## src/rtl/rr_grant_sched.sv

```systemverilog
// -----------------------------------------------------------------------------
// rr_grant_sched -- round-robin scheduler for one shared resource.
//
// Shares a single resource among N = 2**SEL_W requesters. A winner is picked in
// IDLE by searching circularly from the priority pointer ptr. The grant is then
// held in BUSY until the holder asserts done or drops its request. After a
// release, ptr moves to the slot just past the holder, so a request that stays
// asserted is served within N grants. Every output comes from a flop, so there
// is no combinational path from an input to an output.
//
// Optional feature (compile-time macro RR_GRANT_TIMEOUT_EN):
//   When defined, an 8-bit hold counter forces a release after HOLD_MAX grant
//   cycles. timeout then pulses high for the first cycle with gnt_vld low.
//   When undefined, no counter is built and timeout is tied low.
//
// Parameters:
//   SEL_W    - index width; number of requesters N = 2**SEL_W
//   HOLD_MAX - maximum grant length in cycles with the feature on (1..255)
//
// Ports:
//   clk     in   rising-edge clock
//   rst     in   synchronous, active-high reset; overrides every other input
//   req     in   [N]      request vector, bit i = requester i
//   done    in            holder releases the grant (ignored in IDLE)
//   gnt     out  [N]      one-hot grant, 1 << gnt_idx while gnt_vld, else 0
//   gnt_idx out  [SEL_W]  index of the current or last holder
//   gnt_vld out           grant active
//   timeout out           one-cycle pulse after a forced release
// -----------------------------------------------------------------------------
module rr_grant_sched #(
    parameter int SEL_W    = 6,
    parameter int HOLD_MAX = 15
) (
    input  logic                    clk,
    input  logic                    rst,
    input  logic [(1<<SEL_W)-1:0]   req,
    input  logic                    done,
    output logic [(1<<SEL_W)-1:0]   gnt,
    output logic [SEL_W-1:0]        gnt_idx,
    output logic                    gnt_vld,
    output logic                    timeout
);

    localparam int N = 1 << SEL_W;

    // Reject an illegal hold limit at elaboration time.
    if (HOLD_MAX < 1 || HOLD_MAX > 255) begin : g_hold_max_check
        $error("rr_grant_sched: HOLD_MAX must lie in 1..255");
    end

    typedef enum logic [0:0] {
        IDLE = 1'b0,
        BUSY = 1'b1
    } state_t;

    state_t             state, state_nxt;
    logic [SEL_W-1:0]   ptr, ptr_nxt;
    logic [SEL_W-1:0]   gnt_idx_nxt;
    logic [N-1:0]       gnt_nxt;
    logic               gnt_vld_nxt;
    logic               timeout_nxt;

    logic               win_found;
    logic [SEL_W-1:0]   win_idx;
    logic [SEL_W-1:0]   cand;

    logic               normal_rel;
    logic               force_rel;

`ifdef RR_GRANT_TIMEOUT_EN
    localparam logic [7:0] HOLD_LAST = 8'(HOLD_MAX - 1);
    logic [7:0]         hold_cnt, hold_cnt_nxt;
`endif

    // -------------------------------------------------------------------------
    // Circular priority search. The candidate index is ptr + k; its SEL_W-bit
    // width makes the sum wrap from N-1 back to 0 without a modulo.
    // -------------------------------------------------------------------------
    always_comb begin
        // NOTE: every variable written here gets a default before any branch,
        // so no path leaves it holding an old value and no latch is inferred.
        win_found = 1'b0;
        win_idx   = '0;
        cand      = '0;
        for (int k = 0; k < N; k++) begin
            cand = ptr + SEL_W'(k);
            if (!win_found && req[cand]) begin
                win_found = 1'b1;
                win_idx   = cand;
            end
        end
    end

    // -------------------------------------------------------------------------
    // Next-state and next-output logic.
    // -------------------------------------------------------------------------
    always_comb begin
        state_nxt   = state;
        ptr_nxt     = ptr;
        gnt_idx_nxt = gnt_idx;
        gnt_nxt     = gnt;
        gnt_vld_nxt = gnt_vld;
        timeout_nxt = 1'b0;
        normal_rel  = 1'b0;
        force_rel   = 1'b0;
`ifdef RR_GRANT_TIMEOUT_EN
        hold_cnt_nxt = hold_cnt;
`endif

        case (state)
            IDLE: begin
                if (win_found) begin
                    state_nxt            = BUSY;
                    gnt_vld_nxt          = 1'b1;
                    gnt_idx_nxt          = win_idx;
                    gnt_nxt              = '0;
                    gnt_nxt[win_idx]     = 1'b1;
`ifdef RR_GRANT_TIMEOUT_EN
                    hold_cnt_nxt         = 8'd0;
`endif
                end
            end

            BUSY: begin
                normal_rel = done || !req[gnt_idx];
`ifdef RR_GRANT_TIMEOUT_EN
                // A voluntary release wins over the limit, so timeout only
                // pulses when the holder would otherwise have kept the grant.
                force_rel  = !normal_rel && (hold_cnt == HOLD_LAST);
`endif
                if (normal_rel || force_rel) begin
                    state_nxt   = IDLE;
                    gnt_vld_nxt = 1'b0;
                    gnt_nxt     = '0;
                    ptr_nxt     = gnt_idx + 1'b1;
                    timeout_nxt = force_rel;
                end
`ifdef RR_GRANT_TIMEOUT_EN
                else begin
                    hold_cnt_nxt = hold_cnt + 8'd1;
                end
`endif
            end

            default: begin
                state_nxt   = IDLE;
                gnt_vld_nxt = 1'b0;
                gnt_nxt     = '0;
            end
        endcase
    end

    // -------------------------------------------------------------------------
    // State and output registers.
    // -------------------------------------------------------------------------
    always_ff @(posedge clk) begin
        // NOTE: flops use non-blocking assignments, so every register here
        // samples the pre-edge values and the order of these lines does not matter.
        if (rst) begin
            state   <= IDLE;
            ptr     <= '0;
            gnt     <= '0;
            gnt_idx <= '0;
            gnt_vld <= 1'b0;
            timeout <= 1'b0;
`ifdef RR_GRANT_TIMEOUT_EN
            hold_cnt <= 8'd0;
`endif
        end else begin
            state   <= state_nxt;
            ptr     <= ptr_nxt;
            gnt     <= gnt_nxt;
            gnt_idx <= gnt_idx_nxt;
            gnt_vld <= gnt_vld_nxt;
            timeout <= timeout_nxt;
`ifdef RR_GRANT_TIMEOUT_EN
            hold_cnt <= hold_cnt_nxt;
`endif
        end
    end

endmodule
```

## config.mk

```make
export PLATFORM = sky130hd
export DESIGN_NAME = rr_grant_sched
export DESIGN_NICKNAME = d
export VERILOG_FILES = /design/src/rtl/rr_grant_sched.sv
export SDC_FILE = /design/constraint.sdc
export NUM_CORES = 1
export LEC_CHECK = 0
export CORE_ASPECT_RATIO = 0.8
export CORE_UTILIZATION = 30
export DETAILED_ROUTE_END_ITERATION = 7
export SYNTH_ARGS = -nofsm -noshare
export SYNTH_HDL_FRONTEND = slang
export SYNTH_SLANG_ARGS = --single-unit
```

## constraint.sdc

```tcl
create_clock -name clk -period 16.23 [get_ports clk]
set_clock_uncertainty 0.15 [all_clocks]
set_input_delay 3.246 -clock clk [delete_from_list [all_inputs] [get_ports clk]]
set_output_delay 3.246 -clock clk [all_outputs]
set_load 0.02 [all_outputs]
```

==> Word level (Yosys, flattened, before mapping) <==
Cells that the tools add are included.
{ "word_totals": {"regBits": 78, "latchBits": 0, "ram_bits": 0, "rom_bits": 0, "output_inout_bits": 72, "n_memories": 0} }
{ "classes": {"n_addsub": 64, "multipliers": 0, "n_div": 0, "magnitude_cmp": 67, "n_eq_ne": 2, "shift": 0, "muxes": 269, "bitwise": 1, "reduce_logical": 132} }
{ "ops": {"columns": ["operator", "count"], "rows": [
  ["< comparator 6 x 7 -> 1 bit (second input constant)", 66],
  ["binary-select mux 1 bit (select 6 bit)", 65],
  ["two-way mux 6 bit", 64],
  ["adder 6 bit (second input constant)", 32],
  ["two-way mux 1 bit", 134],
  ["two-way mux 64 bit", 2],
  ["case mux 64 bit (2 select lines)", 1],
  ["adder 6 x 5 -> 6 bit (second input constant)", 16],
  ["logical AND 1 bit", 64],
  ["logical NOT 1 bit", 64],
  ["adder 6 x 4 -> 6 bit (second input constant)", 8],
  ["adder 6 x 3 -> 6 bit (second input constant)", 4],
  ["adder 6 x 1 -> 6 bit (second input constant)", 2],
  ["adder 6 x 2 -> 6 bit (second input constant)", 2],
  ["demux 1 bit (select 6 bit)", 1],
  [">= comparator 6 x 1 -> 1 bit (second input constant)", 1],
  ["AND reduction 2 bit", 3],
  ["case mux 1 bit (2 select lines)", 2],
  ["inequality test 2 x 1 -> 1 bit (second input constant)", 1],
  ["inequality test 2 bit (second input constant)", 1],
  ["logical OR 1 bit", 1],
  ["NOT 1 bit", 1]
]} }

==> Depth between registers and ports, before layout <==
Gate-level depths: netlist of the first run.
{ "depth": {"ltp_word": 198, "ltp_mapped": 31, "ltp_nobuf": 19} }

==> Worst setup path after synthesis of the first run <==
No wires, ideal clock.
{ "synth_path": {"kind": "input to register", "from": "in req[54]", "to": "reg gnt[17]", "setup_ns": 0.117, "arrival_time_ns": 8.079, "required_time_ns": 15.963, "path_slack_ns": 7.885, "stages": 19, "n_path_buf": 2, "path_cell_list": "mux4_2 > mux2_2 > mux2_2 > mux4_2 > or2_1 > or2_1 > or4_1 > buf_2 > nor4_4 > a21oi_1 > o31ai_2 > nor4_1 > a211oi_2 > o31ai_1 > o41ai_2 > o21ai_2 > and2b_1 > buf_4 > a22o_1"} }
{ "synth_between": {"elab_chain_cells": 198} }
{ "synth_rtl": {"columns": ["item", "line_no", "rtl"], "rows": [
  ["start: declaration", "36", "input logic [(1<<SEL_W)-1:0] req,"],
  ["binary-select mux 1 bit (select 6 bit)", "87", "if (!win_found && req[cand]) begin"],
  ["two-way mux 1 bit (implied by the code)", "87", null],
  ["two-way mux 1 bit", "87", null],
  ["logical NOT 1 bit", "87", null],
  ["logical AND 1 bit", "87", null],
  ["two-way mux 1 bit", "87", null],
  ["logical NOT 1 bit", "87", null],
  ["logical AND 1 bit", "87", null],
  ["[... 182 more ...]", null, null],
  ["logical AND 1 bit", "87", null],
  ["two-way mux 6 bit", "87", null],
  ["< comparator 6 x 7 -> 1 bit (implied by the code) / >= comparator 6 x 1 -> 1 bit (equally long branches)", "117", "gnt_nxt[win_idx] = 1'b1;"],
  ["logical AND 1 bit (implied by the code)", "117", null],
  ["two-way mux 1 bit (implied by the code)", "117", null],
  ["demux 1 bit (select 6 bit)", "117", null],
  ["two-way mux 64 bit", "112", "if (win_found) begin"],
  ["case mux 64 bit (2 select lines)", "110", "case (state)"],
  ["end signal: assignment", "172", "gnt <= gnt_nxt;"],
  ["end: declaration", "38", "output logic [(1<<SEL_W)-1:0] gnt,"]
]} }
Parallel ways exist; a longest one is shown, timed or not. The select of a mux whose other input is x is not followed.
A chain may end at the register's enable or synchronous reset.

==> Worst setup path after layout of the first run <==
{ "layout_path": {"from": "in req[51]", "to": "reg gnt[39]"} }
The elaborated chain is that of the path after synthesis.

==> impl_metrics.env, run 1 <==
export IMPL_clk_latency_ns=0.34
export IMPL_pre_cts_ws_ns=5.46
export IMPL_end_kind="register"
export IMPL_synth_top_cell_by_area="mux4_2"
export IMPL_crit_path_start_kind="input pin"
export IMPL_relSlewSlack_pct=7.11
export IMPL_grt_max_degree=65
export IMPL_outcome="complete, but fails checks"
export IMPL_required_ns=16.36
export IMPL_syn_num_nets=2117
export IMPL_cts_tree="built"
export IMPL_yosysMostFrequentCell="nand2_1"
export IMPL_rows=76
export IMPL_violations="DRC"
export IMPL_dieArea_um2=56500
export IMPL_grt_pass1_vias=18300
export IMPL_cts_htree_levels=3
export IMPL_finalSetupViolCount=0
export IMPL_worst_pin_slew_ns=1.39
export IMPL_io_pins=139
export IMPL_drc=20
export IMPL_path_clk_slew_ns=0.07
export IMPL_drtIter0Drc=3261
export IMPL_cts_hold_buf=0
export IMPL_area_growth_pct=15.3
export IMPL_dp_hpwl_um=74100
export IMPL_root_buffer="clkbuf_16"
export IMPL_slew_violations=0
export IMPL_num_fill_cells=5749
export IMPL_synthSimpleGateAreaFrac_pct=24.2
export IMPL_maxCapViolCount=0
export IMPL_arrival_ns=11.00
export IMPL_hold_viol=0
export IMPL_critPathMaxFanout=21
export IMPL_fin_crit_ns=10.87
export IMPL_synth_fa_ha_area_share_pct=1.43
export IMPL_synth_common_cells="nand2_1, nor2_1, mux4_2, nand3_1, o21ai_0"
export IMPL_synth_flop_cell="dfxtp_1"
export IMPL_grt_pass1_wl_um=134000
export IMPL_yosysTopAreaCellShare_pct=23.9
export IMPL_die_w_um=266
export IMPL_antenna_found_initial=8
export IMPL_yosysWarnings=0
export IMPL_synth_async_reset_ratio_pct=0
export IMPL_numCtsBuffers=9
export IMPL_avgSynthCellArea_um2=8.21
export IMPL_muxShareOfSynthArea_pct=32.5
export IMPL_drive_gt1_share_pct=17.8
export IMPL_vias_per_cell=7.06
export IMPL_start_util_pct=30.6
export IMPL_post_route_period_util_pct=67.0
export IMPL_portBuffers=137
export IMPL_fmax_mhz=92.0
export IMPL_synth_edf_count=0
export IMPL_setup_ws_ns=5.36
export IMPL_grt_overflow=0
export IMPL_dr_pass1_iters=8
export IMPL_cts_resized=0
export IMPL_clk_path_buf_depth=2
export IMPL_synth_top_family_by_area="multiplexers"
export IMPL_routedWlPerCell_um=33.3
export IMPL_cts_setup_buffers=0
export IMPL_synthDistinctLibCells=100
export IMPL_clock_sinks=78
export IMPL_synth_compound_area_share_pct=23.9
export IMPL_synth_area_um2=16700
export IMPL_critical_path_class="input pin to register"
export IMPL_whs_ns=0.301
export IMPL_ys_ff_latch=78
export IMPL_synth_xor_area_share_pct=3.67
export IMPL_core_um2=54400
export IMPL_die_h_um=213
export IMPL_ys_seq_area_share_pct=9.37
export IMPL_fin_tns_setup_ns=0
export IMPL_synthTopCellsByArea="mux4_2, dfxtp_1, mux2i_1"
export IMPL_fin_nets=2190
export IMPL_track_usage_pct=32.8
export IMPL_place_gp_congestion=1.09
export IMPL_rsz0062_at_grt="false"
export IMPL_vias=20200
export IMPL_antenna_left=0
export IMPL_hold_class="register to register"
export IMPL_wirelength_um=95000
export IMPL_synthCells=2031
-- worst max-delay path, stage by stage --
cell	delay, ns
clkdlybuf4s50_1	0.53
mux4_2	0.58
mux4_2	0.67
mux2_2	0.40
nor2_1	0.11
a21o_1	0.29
nand4_1	0.67
nor4_4	0.76
and4_1	0.84
nand2_1	0.45
or3_1	0.58
nand3b_1	0.19
o31ai_1	0.21
o41ai_2	0.35
o21ai_2	0.18
nor3_2	0.66
a22o_1	0.24
-- worst paths after layout --
path                 from       to  slack (ns)  cells after the start
setup reg to reg   ptr[0]  gnt[35]        6.09                     20
setup / recovery  req[51]  gnt[39]        5.36                     17
hold / removal    gnt[61]  gnt[61]        0.30                      2
hold reg to reg   gnt[61]  gnt[61]        0.30                      2
-- cells by family after synthesis --
group,after synthesis
AO/OA/AOI/OAI,562
XOR/XNOR,69
adder cells (fa/ha/maj),19
buffers and inverters,187
flip-flops,78
multiplexers,314
other,1
AND/OR/NAND/NOR,801
-- through the flow --
step                std cells  util [%]  instance area, um^2
global route             2850      35.3                19200
CTS                      2850      35.3                19200
finish                   2854      35.3                19200
detailed placement       2834      34.8                18900
global placement         2834      34.8                18900
floorplan                2031         -                16700
-- area by class of cell --
type / instances / area [um^2] / area share [%]
clock buffer: 9 / 225 / 1.17
antenna: 4 / 10.0 / 0.0521
sequential: 78 / 1570 / 8.19
clock inverter: 7 / 55.1 / 0.286
timing repair buffer: 208 / 1900 / 9.91
inverter: 41 / 154 / 0.801
tap: 741 / 927 / 4.82
multi-input combinational: 1766 / 14400 / 74.8
-- routing by layer --
metal  vias to the layer above  routed length (um)  GRT usage [%]
met4                        10                4750           14.0
met2                      1768               36300           43.7
met3                       298               16100           14.5
met1                      9866               37800           45.1
met5                         -                  61              0
li1                       8215                   -              -
-- cell usage in the layout, fill, tap and decap left out, drive strengths merged, types with 13 or more instances in the layout --
| cell | instances |
|---|---|
| and2 | 24 |
| nor2b | 29 |
| mux4 | 177 |
| and3 | 19 |
| nor4 | 35 |
| mux2i | 87 |
| nand2 | 195 |
| a31oi | 19 |
| buf | 71 |
| dfxtp | 78 |
| xor2 | 21 |
| o22ai | 30 |
| nand2b | 27 |
| clkdlybuf4s50 | 137 |
| nand4 | 38 |
| inv | 42 |
| xnor2 | 48 |
| a22o | 52 |
| or3 | 23 |
| nor3 | 78 |
| nand3 | 102 |
| a21boi | 14 |
| o21ai | 117 |
| a211oi | 29 |
| and4 | 13 |
| ha | 19 |
| nor2 | 181 |
| a21oi | 93 |
| o221ai | 20 |
| a22oi | 24 |
| o211ai | 22 |
| a221oi | 13 |
| mux2 | 50 |
-- registers in the layout (all words and copies together) (netlist names) --
name / cells
state: 1
ptr: 6
gnt_vld: 1
gnt: 64
gnt_idx: 6
Power of run 1 is left out: the tool's default activity adds up to more than one toggle a clock period on the data nets, which glitch-free logic cannot reach.
==> run 2: changes to the inputs <==
clock period = 9 ns   (was 16.23 ns; I/O delays follow)
==> run 2 against run 1 <==
- critical path type unchanged
- via count increased by 0.27%
- global-route usage increased by 2.3 points
- worst hold slack gained 0.0099 ns
- the flow still finishes with violations (DRC)
==> impl_metrics.env, run 2 (synthesis gave the netlist of run 1 again) <==
export IMPL_dieArea_um2=56500
export IMPL_area_growth_pct=18.7
export IMPL_cts_setup_buffers=0
export IMPL_grt_overflow=0
export IMPL_core_um2=54400
export IMPL_cts_tree="built"
export IMPL_drc=3
export IMPL_antenna_left=0
export IMPL_drtIter0Drc=2845
export IMPL_post_route_period_util_pct=96.9
export IMPL_vias=20200
export IMPL_root_buffer="clkbuf_16"
export IMPL_die_w_um=266
export IMPL_hold_start="gnt[61]"
export IMPL_clk_latency_ns=0.34
export IMPL_layout_cells_most_common="nand2_1"
export IMPL_place_gp_congestion=1.09
export IMPL_maxCapViolCount=0
export IMPL_final_cell_mix="nand2_1, nor2_1, mux4_2, clkdlybuf4s50_1, buf_4"
export IMPL_final_util_pct=36.4
export IMPL_wirelength_um=100000
export IMPL_fmax_mhz=115
export IMPL_violations="DRC"
export IMPL_finalSetupViolCount=0
export IMPL_numCtsBuffers=9
export IMPL_hold_class="register to register"
export IMPL_track_usage_pct=35.1
export IMPL_relSlewSlack_pct=8.11
export IMPL_end_kind="register"
export IMPL_rows=76
export IMPL_critPathMaxFanout=22
export IMPL_crit_path_start="req[61]"
export IMPL_die_h_um=213
export IMPL_vias_per_cell=6.92
export IMPL_outcome="complete, but fails checks"
export IMPL_drive_gt1_share_pct=20.5
export IMPL_reg_top3="gnt (64), gnt_idx (6), ptr (6)"
export IMPL_cts_htree_levels=3
export IMPL_cts_hold_buf=0
export IMPL_grt_pass1_wl_um=142000
export IMPL_antenna_found_initial=3
export IMPL_cts_resized=0
export IMPL_io_pins=139
export IMPL_fin_tns_setup_ns=0
export IMPL_clk_path_buf_depth=2
export IMPL_dp_hpwl_um=79900
export IMPL_rrSetupSlack_ns=0.39
export IMPL_dr_pass1_iters=8
export IMPL_slew_violations=0
export IMPL_crit_path_start_kind="input pin"
export IMPL_grt_pass1_vias=19000
export IMPL_grt_max_degree=95
export IMPL_r2r_start="ptr[2]"
export IMPL_fin_crit_ns=8.72
export IMPL_clock_sinks=78
export IMPL_portBuffers=137
export IMPL_hold_viol=0
export IMPL_start_util_pct=30.6
export IMPL_largest_reg_flops=64
export IMPL_required_ns=9.14
export IMPL_fin_nets=2259
export IMPL_arrival_ns=8.86
export IMPL_path_clk_slew_ns=0.06
export IMPL_worst_pin_slew_ns=1.37
export IMPL_critical_path_class="input pin to register"
export IMPL_routedWlPerCell_um=34.4
export IMPL_largest_register="gnt"
export IMPL_rsz0062_at_grt="false"
## run 2: routing by layer
metal | vias up | track usage, % | wire length (um)
li1 | 8354 | - | -
met1 | 10100 | 49.3 | 42300
met2 | 1554 | 48.5 | 39600
met3 | 228 | 12.2 | 14200
met4 | 4 | 13.5 | 4300
met5 | - | 0 | 37
## run 2: final timing paths
check | to | cells after the start
worst max-delay path | gnt[1] | 20
worst min-delay path | gnt[61] | 2
worst max register to register | gnt[1] | 20
worst min register to register | gnt[61] | 2
## run 2: layout make-up
| class | instances | area [um^2] |
|---|---|---|
| tap | 741 | 927 |
| inverter | 41 | 154 |
| sequential | 78 | 1570 |
| antenna | 1 | 2.50 |
| multi-input combinational | 1766 | 14400 |
| timing repair buffer | 277 | 2460 |
| clock inverter | 7 | 63.8 |
| clock buffer | 9 | 225 |
| fill | 5753 | 34600 |
## run 2: through the flow
| step | worst slack, ns | hold slack [ns] | instance area [um^2] | cells |
|---|---|---|---|---|
| 2_1_floorplan | 1.21 | 0.307 | 16700 | 2031 |
| 3_3_place_gp | 0.185 | 0.290 | 19500 | 2903 |
| 3_5_place_dp | 0.256 | 0.295 | 19500 | 2903 |
| 4_1_cts | 0.569 | 0.308 | 19800 | 2919 |
| 5_1_grt | 0.130 | 0.325 | 19800 | 2919 |
| 6_report | 0.283 | 0.311 | 19800 | 2920 |
## run 2: critical path, stage by stage
cell and delay (ns):
clkdlybuf4s50_1 0.50, mux4_2 0.57, mux4_2 0.67, mux2i_1 0.46, buf_4 0.22, o211ai_1 0.11, or3_1 0.41, or4_1 0.59
buf_12 0.20, or3_1 0.44, buf_4 0.20, nor3_1 0.28, a22oi_1 0.16, o21ai_1 0.20, a31oi_1 0.25, o31ai_1 0.50
nand2_1 0.31, or3_1 0.44, nor2_1 0.32, a22o_1 0.18
Power of run 2 is left out for the same reason.
